--- config.mk ---
export PLATFORM = sky130hd
export DESIGN_NAME = uart_word_pack_reg_flat
export DESIGN_NICKNAME = d
export VERILOG_FILES = /design/src/rtl/uart_word_pack_reg_pkg.sv /design/src/rtl/uart_word_pack_reg_if.sv /design/src/rtl/uart_word_pack_reg_timer.sv /design/src/rtl/uart_word_pack_reg.sv /design/src/flat_wrapper.sv
export SDC_FILE = /design/constraint.sdc
export NUM_CORES = 1
export LEC_CHECK = 0
export ABC_AREA = 1
export CAP_MARGIN = 20
export CORE_ASPECT_RATIO = 1.25
export CORE_UTILIZATION = 50
export CTS_BUF_LIST = sky130_fd_sc_hd__clkbuf_16
export DETAILED_ROUTE_END_ITERATION = 7
export HOLD_SLACK_MARGIN = 0.02
export PLACE_DENSITY = 0.77
export SETUP_SLACK_MARGIN = 0.2
export SKIP_LAST_GASP = 1
export SYNTH_ARGS = -nofsm -noshare
export SYNTH_HDL_FRONTEND = slang
export SYNTH_SLANG_ARGS = --single-unit
--- constraint.sdc ---
create_clock -name i_clk -period 1.35 [get_ports i_clk]
set_input_delay 0.27 -clock i_clk [delete_from_list [all_inputs] [get_ports i_clk]]
set_output_delay 0.27 -clock i_clk [all_outputs]
set_load 0.02 [all_outputs]
--- src/rtl/uart_word_pack_reg_pkg.sv ---
// Shared definitions for the UART byte-to-word packer: FSM encoding, width
// helper and default configuration constants.
package uart_pack_pkg;

   localparam int unsigned DEF_BYTE_W      = 8;
   localparam int unsigned DEF_NUM_BYTES   = 4;
   localparam int unsigned DEF_TIMEOUT_CYC = 1024;

   typedef enum logic {
      ACC  = 1'b0,
      HOLD = 1'b1
   } pack_state_e;

   function automatic int unsigned word_w(input int unsigned byte_w,
                                          input int unsigned num_bytes);
      return byte_w * num_bytes;
   endfunction

endpackage

--- src/rtl/uart_word_pack_reg_if.sv ---
// Byte-in / word-out handshake bundle of the UART word packer. The master
// side is the UART RX plus DDR write consumer; the slave side is the packer.
interface uart_pack_if
   import uart_pack_pkg::*;
#(
   parameter int unsigned BYTE_W    = DEF_BYTE_W,
   parameter int unsigned NUM_BYTES = DEF_NUM_BYTES,
   parameter int unsigned CNT_W     = $clog2(NUM_BYTES + 1)
);
   localparam int unsigned WORD_W = word_w(BYTE_W, NUM_BYTES);

   logic [BYTE_W-1:0] i_data;
   logic              i_enable;
   logic [WORD_W-1:0] o_word;
   logic              o_valid;
   logic              i_ready;
   logic [CNT_W-1:0]  o_nbytes;
   logic              o_partial;
   logic [CNT_W-1:0]  o_count;
   logic              o_overflow;

   modport master (
      output i_data, i_enable, i_ready,
      input  o_word, o_valid, o_nbytes, o_partial, o_count, o_overflow
   );

   modport slave (
      input  i_data, i_enable, i_ready,
      output o_word, o_valid, o_nbytes, o_partial, o_count, o_overflow
   );

endinterface

--- src/rtl/uart_word_pack_reg_timer.sv ---
// Saturating idle counter: counts while enabled, clears on request, and
// flags expiry once it sits at LIMIT.
module uart_pack_timer #(
   parameter int unsigned LIMIT = 1024,
   parameter int unsigned W     = $clog2(LIMIT + 1)
) (
   input  logic i_clk,
   input  logic i_rst,
   input  logic i_clear,
   input  logic i_enable,
   output logic o_expired
);

   logic [W-1:0] cnt_q, cnt_d;

   always_comb begin
      cnt_d = cnt_q;
      if (i_clear)
         cnt_d = '0;
      else if (i_enable && (cnt_q != W'(LIMIT)))
         cnt_d = cnt_q + 1'b1;
   end

   always_ff @(posedge i_clk) begin
      if (i_rst) cnt_q <= '0;
      else       cnt_q <= cnt_d;
   end

   assign o_expired = (cnt_q == W'(LIMIT));

endmodule

--- src/rtl/uart_word_pack_reg.sv ---
// Packs NUM_BYTES UART bytes into one word with a double-buffered valid/ready
// output. Define PACK_TIMEOUT_EN to flush partial words after idle time.
module uart_word_pack_reg
   import uart_pack_pkg::*;
#(
   parameter int unsigned BYTE_W    = DEF_BYTE_W,
   parameter int unsigned NUM_BYTES = DEF_NUM_BYTES,
   parameter int unsigned CNT_W     = $clog2(NUM_BYTES + 1)
`ifdef PACK_TIMEOUT_EN
  ,parameter int unsigned TIMEOUT_CYC = DEF_TIMEOUT_CYC
`endif
) (
   input  logic        i_clk,
   input  logic        i_rst,
   uart_pack_if.slave  bus
);

   localparam int unsigned      WORD_W = word_w(BYTE_W, NUM_BYTES);
   localparam logic [CNT_W-1:0] FULL   = CNT_W'(NUM_BYTES);
   localparam logic [CNT_W-1:0] LAST   = CNT_W'(NUM_BYTES - 1);

   pack_state_e       state_q, state_d;
   logic [CNT_W-1:0]  count_q, count_d;
   logic [WORD_W-1:0] acc_q, acc_d;
   logic [WORD_W-1:0] word_q, word_d;
   logic              valid_q, valid_d;
   logic [CNT_W-1:0]  nbytes_q, nbytes_d;
   logic              partial_q, partial_d;
   logic              overflow_q, overflow_d;

   logic              slot_free;
   logic              flush_now;
   logic [WORD_W-1:0] merged;

   assign slot_free = !valid_q || bus.i_ready;

`ifdef PACK_TIMEOUT_EN
   logic expired;

   uart_pack_timer #(.LIMIT(TIMEOUT_CYC)) u_timer (
      .i_clk     (i_clk),
      .i_rst     (i_rst),
      .i_clear   (bus.i_enable || flush_now || (state_q != ACC)),
      .i_enable  ((state_q == ACC) && (count_q != '0)),
      .o_expired (expired)
   );

   assign flush_now = (state_q == ACC) && (count_q != '0) && expired && slot_free;
`else
   assign flush_now = 1'b0;
`endif

   // Accumulator with the incoming byte dropped into the lane selected by count.
   always_comb begin
      merged = acc_q;
      for (int k = 0; k < NUM_BYTES; k++)
         if (count_q == CNT_W'(k))
            merged[k*BYTE_W +: BYTE_W] = bus.i_data;
   end

   // NOTE: every _d takes its hold value first, so no branch can infer a latch.
   always_comb begin
      state_d    = state_q;
      count_d    = count_q;
      acc_d      = acc_q;
      word_d     = word_q;
      valid_d    = valid_q && !bus.i_ready;
      nbytes_d   = nbytes_q;
      partial_d  = partial_q;
      overflow_d = 1'b0;

      case (state_q)
         ACC: begin
            if (flush_now) begin
               word_d    = acc_q;
               valid_d   = 1'b1;
               nbytes_d  = count_q;
               partial_d = 1'b1;
               acc_d     = bus.i_enable ? WORD_W'(bus.i_data) : '0;
               count_d   = bus.i_enable ? CNT_W'(1) : '0;
            end else if (bus.i_enable) begin
               if (count_q != LAST) begin
                  acc_d   = merged;
                  count_d = count_q + 1'b1;
               end else if (slot_free) begin
                  word_d    = merged;
                  valid_d   = 1'b1;
                  nbytes_d  = FULL;
                  partial_d = 1'b0;
                  acc_d     = '0;
                  count_d   = '0;
               end else begin
                  acc_d   = merged;
                  count_d = FULL;
                  state_d = HOLD;
               end
            end
         end
         HOLD: begin
            if (slot_free) begin
               word_d    = acc_q;
               valid_d   = 1'b1;
               nbytes_d  = FULL;
               partial_d = 1'b0;
               acc_d     = bus.i_enable ? WORD_W'(bus.i_data) : '0;
               count_d   = bus.i_enable ? CNT_W'(1) : '0;
               state_d   = ACC;
            end else if (bus.i_enable) begin
               overflow_d = 1'b1;
            end
         end
         default: state_d = ACC;
      endcase
   end

   // NOTE: registers update with <= only, so every reader sees the pre-edge value.
   always_ff @(posedge i_clk) begin
      if (i_rst) begin
         state_q    <= ACC;
         count_q    <= '0;
         acc_q      <= '0;
         word_q     <= '0;
         valid_q    <= 1'b0;
         nbytes_q   <= '0;
         partial_q  <= 1'b0;
         overflow_q <= 1'b0;
      end else begin
         state_q    <= state_d;
         count_q    <= count_d;
         acc_q      <= acc_d;
         word_q     <= word_d;
         valid_q    <= valid_d;
         nbytes_q   <= nbytes_d;
         partial_q  <= partial_d;
         overflow_q <= overflow_d;
      end
   end

   assign bus.o_word     = word_q;
   assign bus.o_valid    = valid_q;
   assign bus.o_nbytes   = nbytes_q;
   assign bus.o_partial  = partial_q;
   assign bus.o_count    = count_q;
   assign bus.o_overflow = overflow_q;

endmodule

--- src/flat_wrapper.sv ---
// flat-port wrapper written by rule: the top's interface ports become plain ports
module uart_word_pack_reg_flat import uart_pack_pkg::*;
#(
   parameter int unsigned BYTE_W    = DEF_BYTE_W,
   parameter int unsigned NUM_BYTES = DEF_NUM_BYTES,
   parameter int unsigned CNT_W     = $clog2(NUM_BYTES + 1)

)
  (i_clk, i_rst, bus_i_data, bus_i_enable, bus_i_ready, bus_o_word, bus_o_valid, bus_o_nbytes, bus_o_partial, bus_o_count, bus_o_overflow);
  uart_pack_if #(.BYTE_W(BYTE_W), .NUM_BYTES(NUM_BYTES), .CNT_W(CNT_W)) bus_i ();
  input  logic i_clk;
  input  logic i_rst;
  input wire logic [$bits(bus_i.i_data)-1:0] bus_i_data;
  input wire logic [$bits(bus_i.i_enable)-1:0] bus_i_enable;
  input wire logic [$bits(bus_i.i_ready)-1:0] bus_i_ready;
  output wire logic [$bits(bus_i.o_word)-1:0] bus_o_word;
  output wire logic [$bits(bus_i.o_valid)-1:0] bus_o_valid;
  output wire logic [$bits(bus_i.o_nbytes)-1:0] bus_o_nbytes;
  output wire logic [$bits(bus_i.o_partial)-1:0] bus_o_partial;
  output wire logic [$bits(bus_i.o_count)-1:0] bus_o_count;
  output wire logic [$bits(bus_i.o_overflow)-1:0] bus_o_overflow;
  assign bus_i.i_data = bus_i_data;
  assign bus_i.i_enable = bus_i_enable;
  assign bus_i.i_ready = bus_i_ready;
  assign bus_o_word = bus_i.o_word;
  assign bus_o_valid = bus_i.o_valid;
  assign bus_o_nbytes = bus_i.o_nbytes;
  assign bus_o_partial = bus_i.o_partial;
  assign bus_o_count = bus_i.o_count;
  assign bus_o_overflow = bus_i.o_overflow;
  uart_word_pack_reg #(.BYTE_W(BYTE_W), .NUM_BYTES(NUM_BYTES), .CNT_W(CNT_W)) u_core (.i_clk(i_clk), .i_rst(i_rst), .bus(bus_i));
endmodule
==> Yosys cells after proc, flatten, opt, wreduce, memory -nomap -nowiden <==
Index checks and enable logic that the tools add are counted.
{ "word_totals": {"ff_bits": 74, "inputBits": 12, "elab_cells": 65} }
{ "op_classes": {"add_sub_neg": 1, "eq_ne": 8, "mux": 38, "bitwise_logic": 1, "reduce_logical": 9} }
{ "ops": {"columns": ["op", "count"], "rows": [
  ["$mux W32", 8],
  ["$pmux W32 S2", 2],
  ["$mux W8", 5],
  ["$mux W3", 7],
  ["$pmux W3 S2", 2],
  ["$mux W1", 11],
  ["$eq A3 B2 Y1 const B", 2],
  ["$ne A2 B2 Y1 const B", 3],
  ["$pmux W1 S2", 3],
  ["$reduce_and A2 Y1", 2],
  ["$reduce_and A4 Y1", 1],
  ["$add A3 B1 Y3 const B", 1],
  ["$eq A3 B1 Y1 const B", 1],
  ["$logic_not A3 Y1", 1],
  ["$ne A3 B2 Y1 const B", 1],
  ["$reduce_or A3 Y1", 1],
  ["$logic_not A1 Y1", 2],
  ["$ne A2 B1 Y1 const B", 1],
  ["$logic_and A1 B1 Y1", 1],
  ["$logic_or A1 B1 Y1", 1],
  ["$not A1 Y1", 1]
]} }

==> Longest topological paths before layout <==
{ "logic_depth": {"ltp_word": 6, "mapped_depth": 9} }

==> Worst setup path after synthesis <==
Ideal clock, no wire load.
{ "synth_timing": {"kind": "register to register", "startpoint": "reg u_core.count_q[0], in the netlist u_core.bus.o_count[0]", "endpoint": "reg u_core.acc_q[0]", "setup_ps": 128, "arrival_time_ps": 1435, "slack_ps": -213, "stages_incl_launch_ff": 9, "cell_sequence": "dfxtp_1 -> ha_1 -> inv_1 -> nor2_2 -> nand2_1 -> nand3_1 -> nor2_1 -> nor2_1 -> nor2_1"} }
{ "synth_via": {"elab_chain_len": 6} }
{ "synth_lines": {"columns": ["element", "line_no", "rtl"], "rows": [
  ["from (decl)", "uart_word_pack_reg.sv:23", "logic [CNT_W-1:0] count_q, count_d;"],
  ["from (signal assigned)", "uart_word_pack_reg.sv:129", "count_q <= count_d;"],
  ["$logic_not A3 Y1", "uart_word_pack_reg.sv:57", "if (count_q == CNT_W'(k))"],
  ["$mux W8", "uart_word_pack_reg.sv:57", null],
  ["$mux W32", "uart_word_pack_reg.sv:85", "end else if (slot_free) begin"],
  ["$mux W32 (*)", "uart_word_pack_reg.sv:82", "if (count_q != LAST) begin"],
  ["$mux W32 (*)", "uart_word_pack_reg.sv:81", "end else if (bus.i_enable) begin"],
  ["$pmux W32 S2 (*)", "uart_word_pack_reg.sv:72", "case (state_q)"],
  ["to (signal assigned)", "uart_word_pack_reg.sv:121", "acc_q <= '0;"],
  ["to (signal assigned)", "uart_word_pack_reg.sv:130", "acc_q <= acc_d;"],
  ["to (decl)", "uart_word_pack_reg.sv:24", "logic [WORD_W-1:0] acc_q, acc_d;"]
]} }
Every way passes the cells marked *; elsewhere a longest branch is shown, timed or not. The select of a mux whose other input is x is not followed.
A chain may end at the register's enable or synchronous reset.

==> Worst setup path after layout <==
{ "layout_timing": {"startpoint": "reg u_core.count_q[0], in the netlist u_core.bus.o_count[0]", "endpoint": "reg u_core.word_q[14], in the netlist u_core.bus.o_word[14]"} }
{ "layout_via": {"elab_chain_len": 6} }
{ "layout_lines": {"columns": ["element", "line_no", "rtl"], "rows": [
  ["$eq A3 B1 Y1", "uart_word_pack_reg.sv:57", null],
  ["$mux W8", "uart_word_pack_reg.sv:57", null],
  ["$mux W32", "uart_word_pack_reg.sv:85", null],
  ["$mux W32", "uart_word_pack_reg.sv:82", null],
  ["$mux W32", "uart_word_pack_reg.sv:81", null],
  ["$pmux W32 S2", "uart_word_pack_reg.sv:72", null],
  ["to (signal assigned)", "uart_word_pack_reg.sv:131", "word_q <= word_d;"],
  ["to (decl)", "uart_word_pack_reg.sv:25", "logic [WORD_W-1:0] word_q, word_d;"]
]} }
Several ways; a longest one is shown, not always the timed one. The select of a mux whose other input is x is not followed.

==> results.yml <==
outcome:
  run_status: "finished, violations left"
  violations: "setup timing"
synthesis:
  yosysMostFrequentCell: "nand2_1"
  synth_cells: 663
  synth_warnings: 0
  synth_compound_area_frac: 0.0432
  synthMuxAreaShare: 0
  synth-main-ff-cell: "dfxtp_1"
  synth_edf_count: 0
  netlist_top_cells_area: "dfxtp_1 36%, nand2_1 26%, nor2_1 11%"
  synth_seq_area_share: 0.361
  yosys.area_share.simple: 0.451
  synth_top_area_frac: 0.361
  netlist_area_um2: 3940
  yosysUniqueCellTypes: 23
  synthArstFlopShare: 0
  avgSynthCellArea_um2: 5.94
  synth_fa_ha_area_frac: 0.0127
  synth_top_family_by_area: "simple AND/OR/NAND/NOR gates"
  synth-xor-area-share: 0
  synth_top_area_cell: "dfxtp_1"
  synth_common_cells: "269 x nand2_1, 114 x nor2_1, 78 x inv_1, 71 x dfxtp_1, 46 x nand3_1"
  synth-seq-cells: 71
clock_tree:
  cts.clk_slew.worst_paths_ns: 0.06
  clk_latency_ns: 0.33
  cts-hold-fix-buffers: 0
  cts_htree_levels: 3
  cts.sinks: 71
  cts_root_buf: "clkbuf_16"
  cts_inserted_buffers: 9
  clockBufferDepth: 2
  tritoncts: "done"
pwr:
  p_leak_nw: 2.64
  powerDensity_nw_per_um2: 1080
  vdd_drop_max_uv: 708
setup_path:
  critPathKind: "register to register"
  cp.arrival_ns: 1.66
  cp-start-kind: "register"
  cp_max_fo: 10
  cp_slowest_cell: "dfxtp_4"
  cp_slowest_stage_delay_ns: 0.41
  critPathTopFamily: "simple AND/OR/NAND/NOR gates"
  required_ns: 1.58
  cp-end-kind: "register"
  path_buf_inv: 2
  worstPathCellList: "ha_4, nand2_4, nand2_4, nand3_4, inv_6, clkbuf_16, nand2_1, nor2_1, nor2_1"
drt:
  routedWlPerCell_um: 13.9
  drc_errors: 0
  route.vias.total: 4293
  dr.pass1.iters: 5
  wirelength_mm: 11.6
  antenna_left: 0
  drtIter0Drc: 373
  vias_per_cell: 5.15
global_routing:
  grt_pass1_vias: 3954
  gr-total-overflow: 0
  grt_pass1_wl_mm: 17.7
  antenna_found_initial: 0
  grt.total_usage: 0.280
  grt_max_degree: 45
die:
  pin_count: 53
  die_h_um: 101
  dieArea_um2: 8240
  row_count: 35
  start_util: 0.526
  core_um2: 7490
  die_w_um: 81.4
final_layout:
  syn_to_final_growth_pct: 34.8
  nets: 753
  diodes: 0
  drive_gt1_frac: 0.233
place:
  place_ws_ns: -0.394
  dp_hpwl_mm: 7.35
  place.gp.congestion: 0.893
  portBuffers: 49
job:
  max-cap-violations: 0
timing:
  fin_skew_ns: 0.00508
  hold_viol_final: 0
  fin_crit_sh: 1.06
  fin_ws_ns: -0.0846
  max_freq_ghz: 0.697
  grt_setup_unrepaired: "true"
  period_minus_slack_ns: 1.43
  setup_viol: 55
  tns_ns: -1.31
  drv_slew: 0
hold_path:
  hold_class: "input port to register"
[registers in the layout (all words and copies together), names as in the netlist]
register / cells
u_core.bus.o_word: 32
u_core.bus.o_count: 3
u_core.state_q: 1
u_core.acc_q: 32
u_core.bus.o_valid: 1
u_core.bus.o_nbytes: 1
u_core.bus.o_overflow: 1
[layer usage]
layer / routed length (um) / GRT usage
met5: 0 / 0
met3: 739 / 0.0523
met1: 4680 / 0.339
met4: 519 / 0.155
met2: 5650 / 0.460
[where the power goes]
part | leakage, nW | switching, mW | internal, mW | total, mW
combinational | 1.90 | 0.612 | 0.395 | 1.01
sequential | 0.580 | 0.0656 | 2.18 | 2.24
clock | 0.159 | 0.894 | 1.60 | 2.50
[tightest hold or removal path: cells and delay by family]
family | cells | cell delay [ns]
buffers and inverters | 2 | 0.26
AND/OR/NAND/NOR | 2 | 0.15
[cells in the final DEF, fill, tap and decap left out, types with 2 or more instances in the layout]
cell,instances
nand3_4,2
buf_6,7
a21oi_1,19
buf_4,30
dfxtp_4,5
clkinv_2,4
dfxtp_1,66
nor2_2,14
ha_4,4
nand2_2,6
buf_12,10
inv_4,6
inv_1,71
nor2_8,2
clkbuf_16,11
o21ai_0,2
bufinv_16,2
nand3_1,36
nand2_1,259
clkdlybuf4s50_1,9
nor2_4,3
o21a_1,2
nor2_1,99
nand2_8,2
buf_2,34
a21oi_2,9
nand2_4,6
conb_1,3
nand3_2,10
inv_2,4
[worst paths after layout]
path	startpoint	endpoint	slack [ns]	depth (start not counted)
setup / recovery	u_core.bus.o_count[0]	u_core.bus.o_word[14]	-0.08	9
hold reg to reg	u_core.bus.o_nbytes[2]	u_core.bus.o_nbytes[2]	0.46	1
hold / removal	bus_i_enable	u_core.bus.o_overflow	0.40	4
setup reg to reg	u_core.bus.o_count[0]	u_core.bus.o_word[14]	-0.08	9
[timing repair]
item,CTS,global route
setup buffers,0,2
pin swaps,6,28
cloned,0,2
resized for setup,178,44
setup endpoints to repair,106,72
[stage by stage]
| step | util | total power [mW] | instances | instance area [um^2] | hold WS, ns |
|---|---|---|---|---|---|
| after floorplan | - | 2.88 | 665 | 4070 | 0.434 |
| after global placement | 0.652 | 3.16 | 814 | 4880 | 0.448 |
| after detailed placement | 0.652 | 3.20 | 814 | 4880 | 0.454 |
| after CTS | 0.681 | 5.68 | 830 | 5100 | 0.464 |
| after global routing | 0.709 | 5.97 | 834 | 5310 | 0.405 |
| final | 0.709 | 5.74 | 834 | 5310 | 0.397 |
[final cells by class]
type                            count  area, um^2
Multi-Input combinational cell    479        2280
Fill cell                         615        2180
Sequential cell                    71        1440
Timing Repair Buffer               94         836
Inverter                           82         325
Clock buffer                        9         225
Tap cell                           92         115
Clock inverter                      7        86.3
[kinds of logic (layout without fill, tap and decap cells)]
logic type      count (synthesis)  in the layout
compound gates                 33             33
other cells                     1              3
buf+inv                       115            192
flops                          71             71
fa+ha+maj                       4              4
simple gates                  439            439
Power figures use the tool's default switching activity.
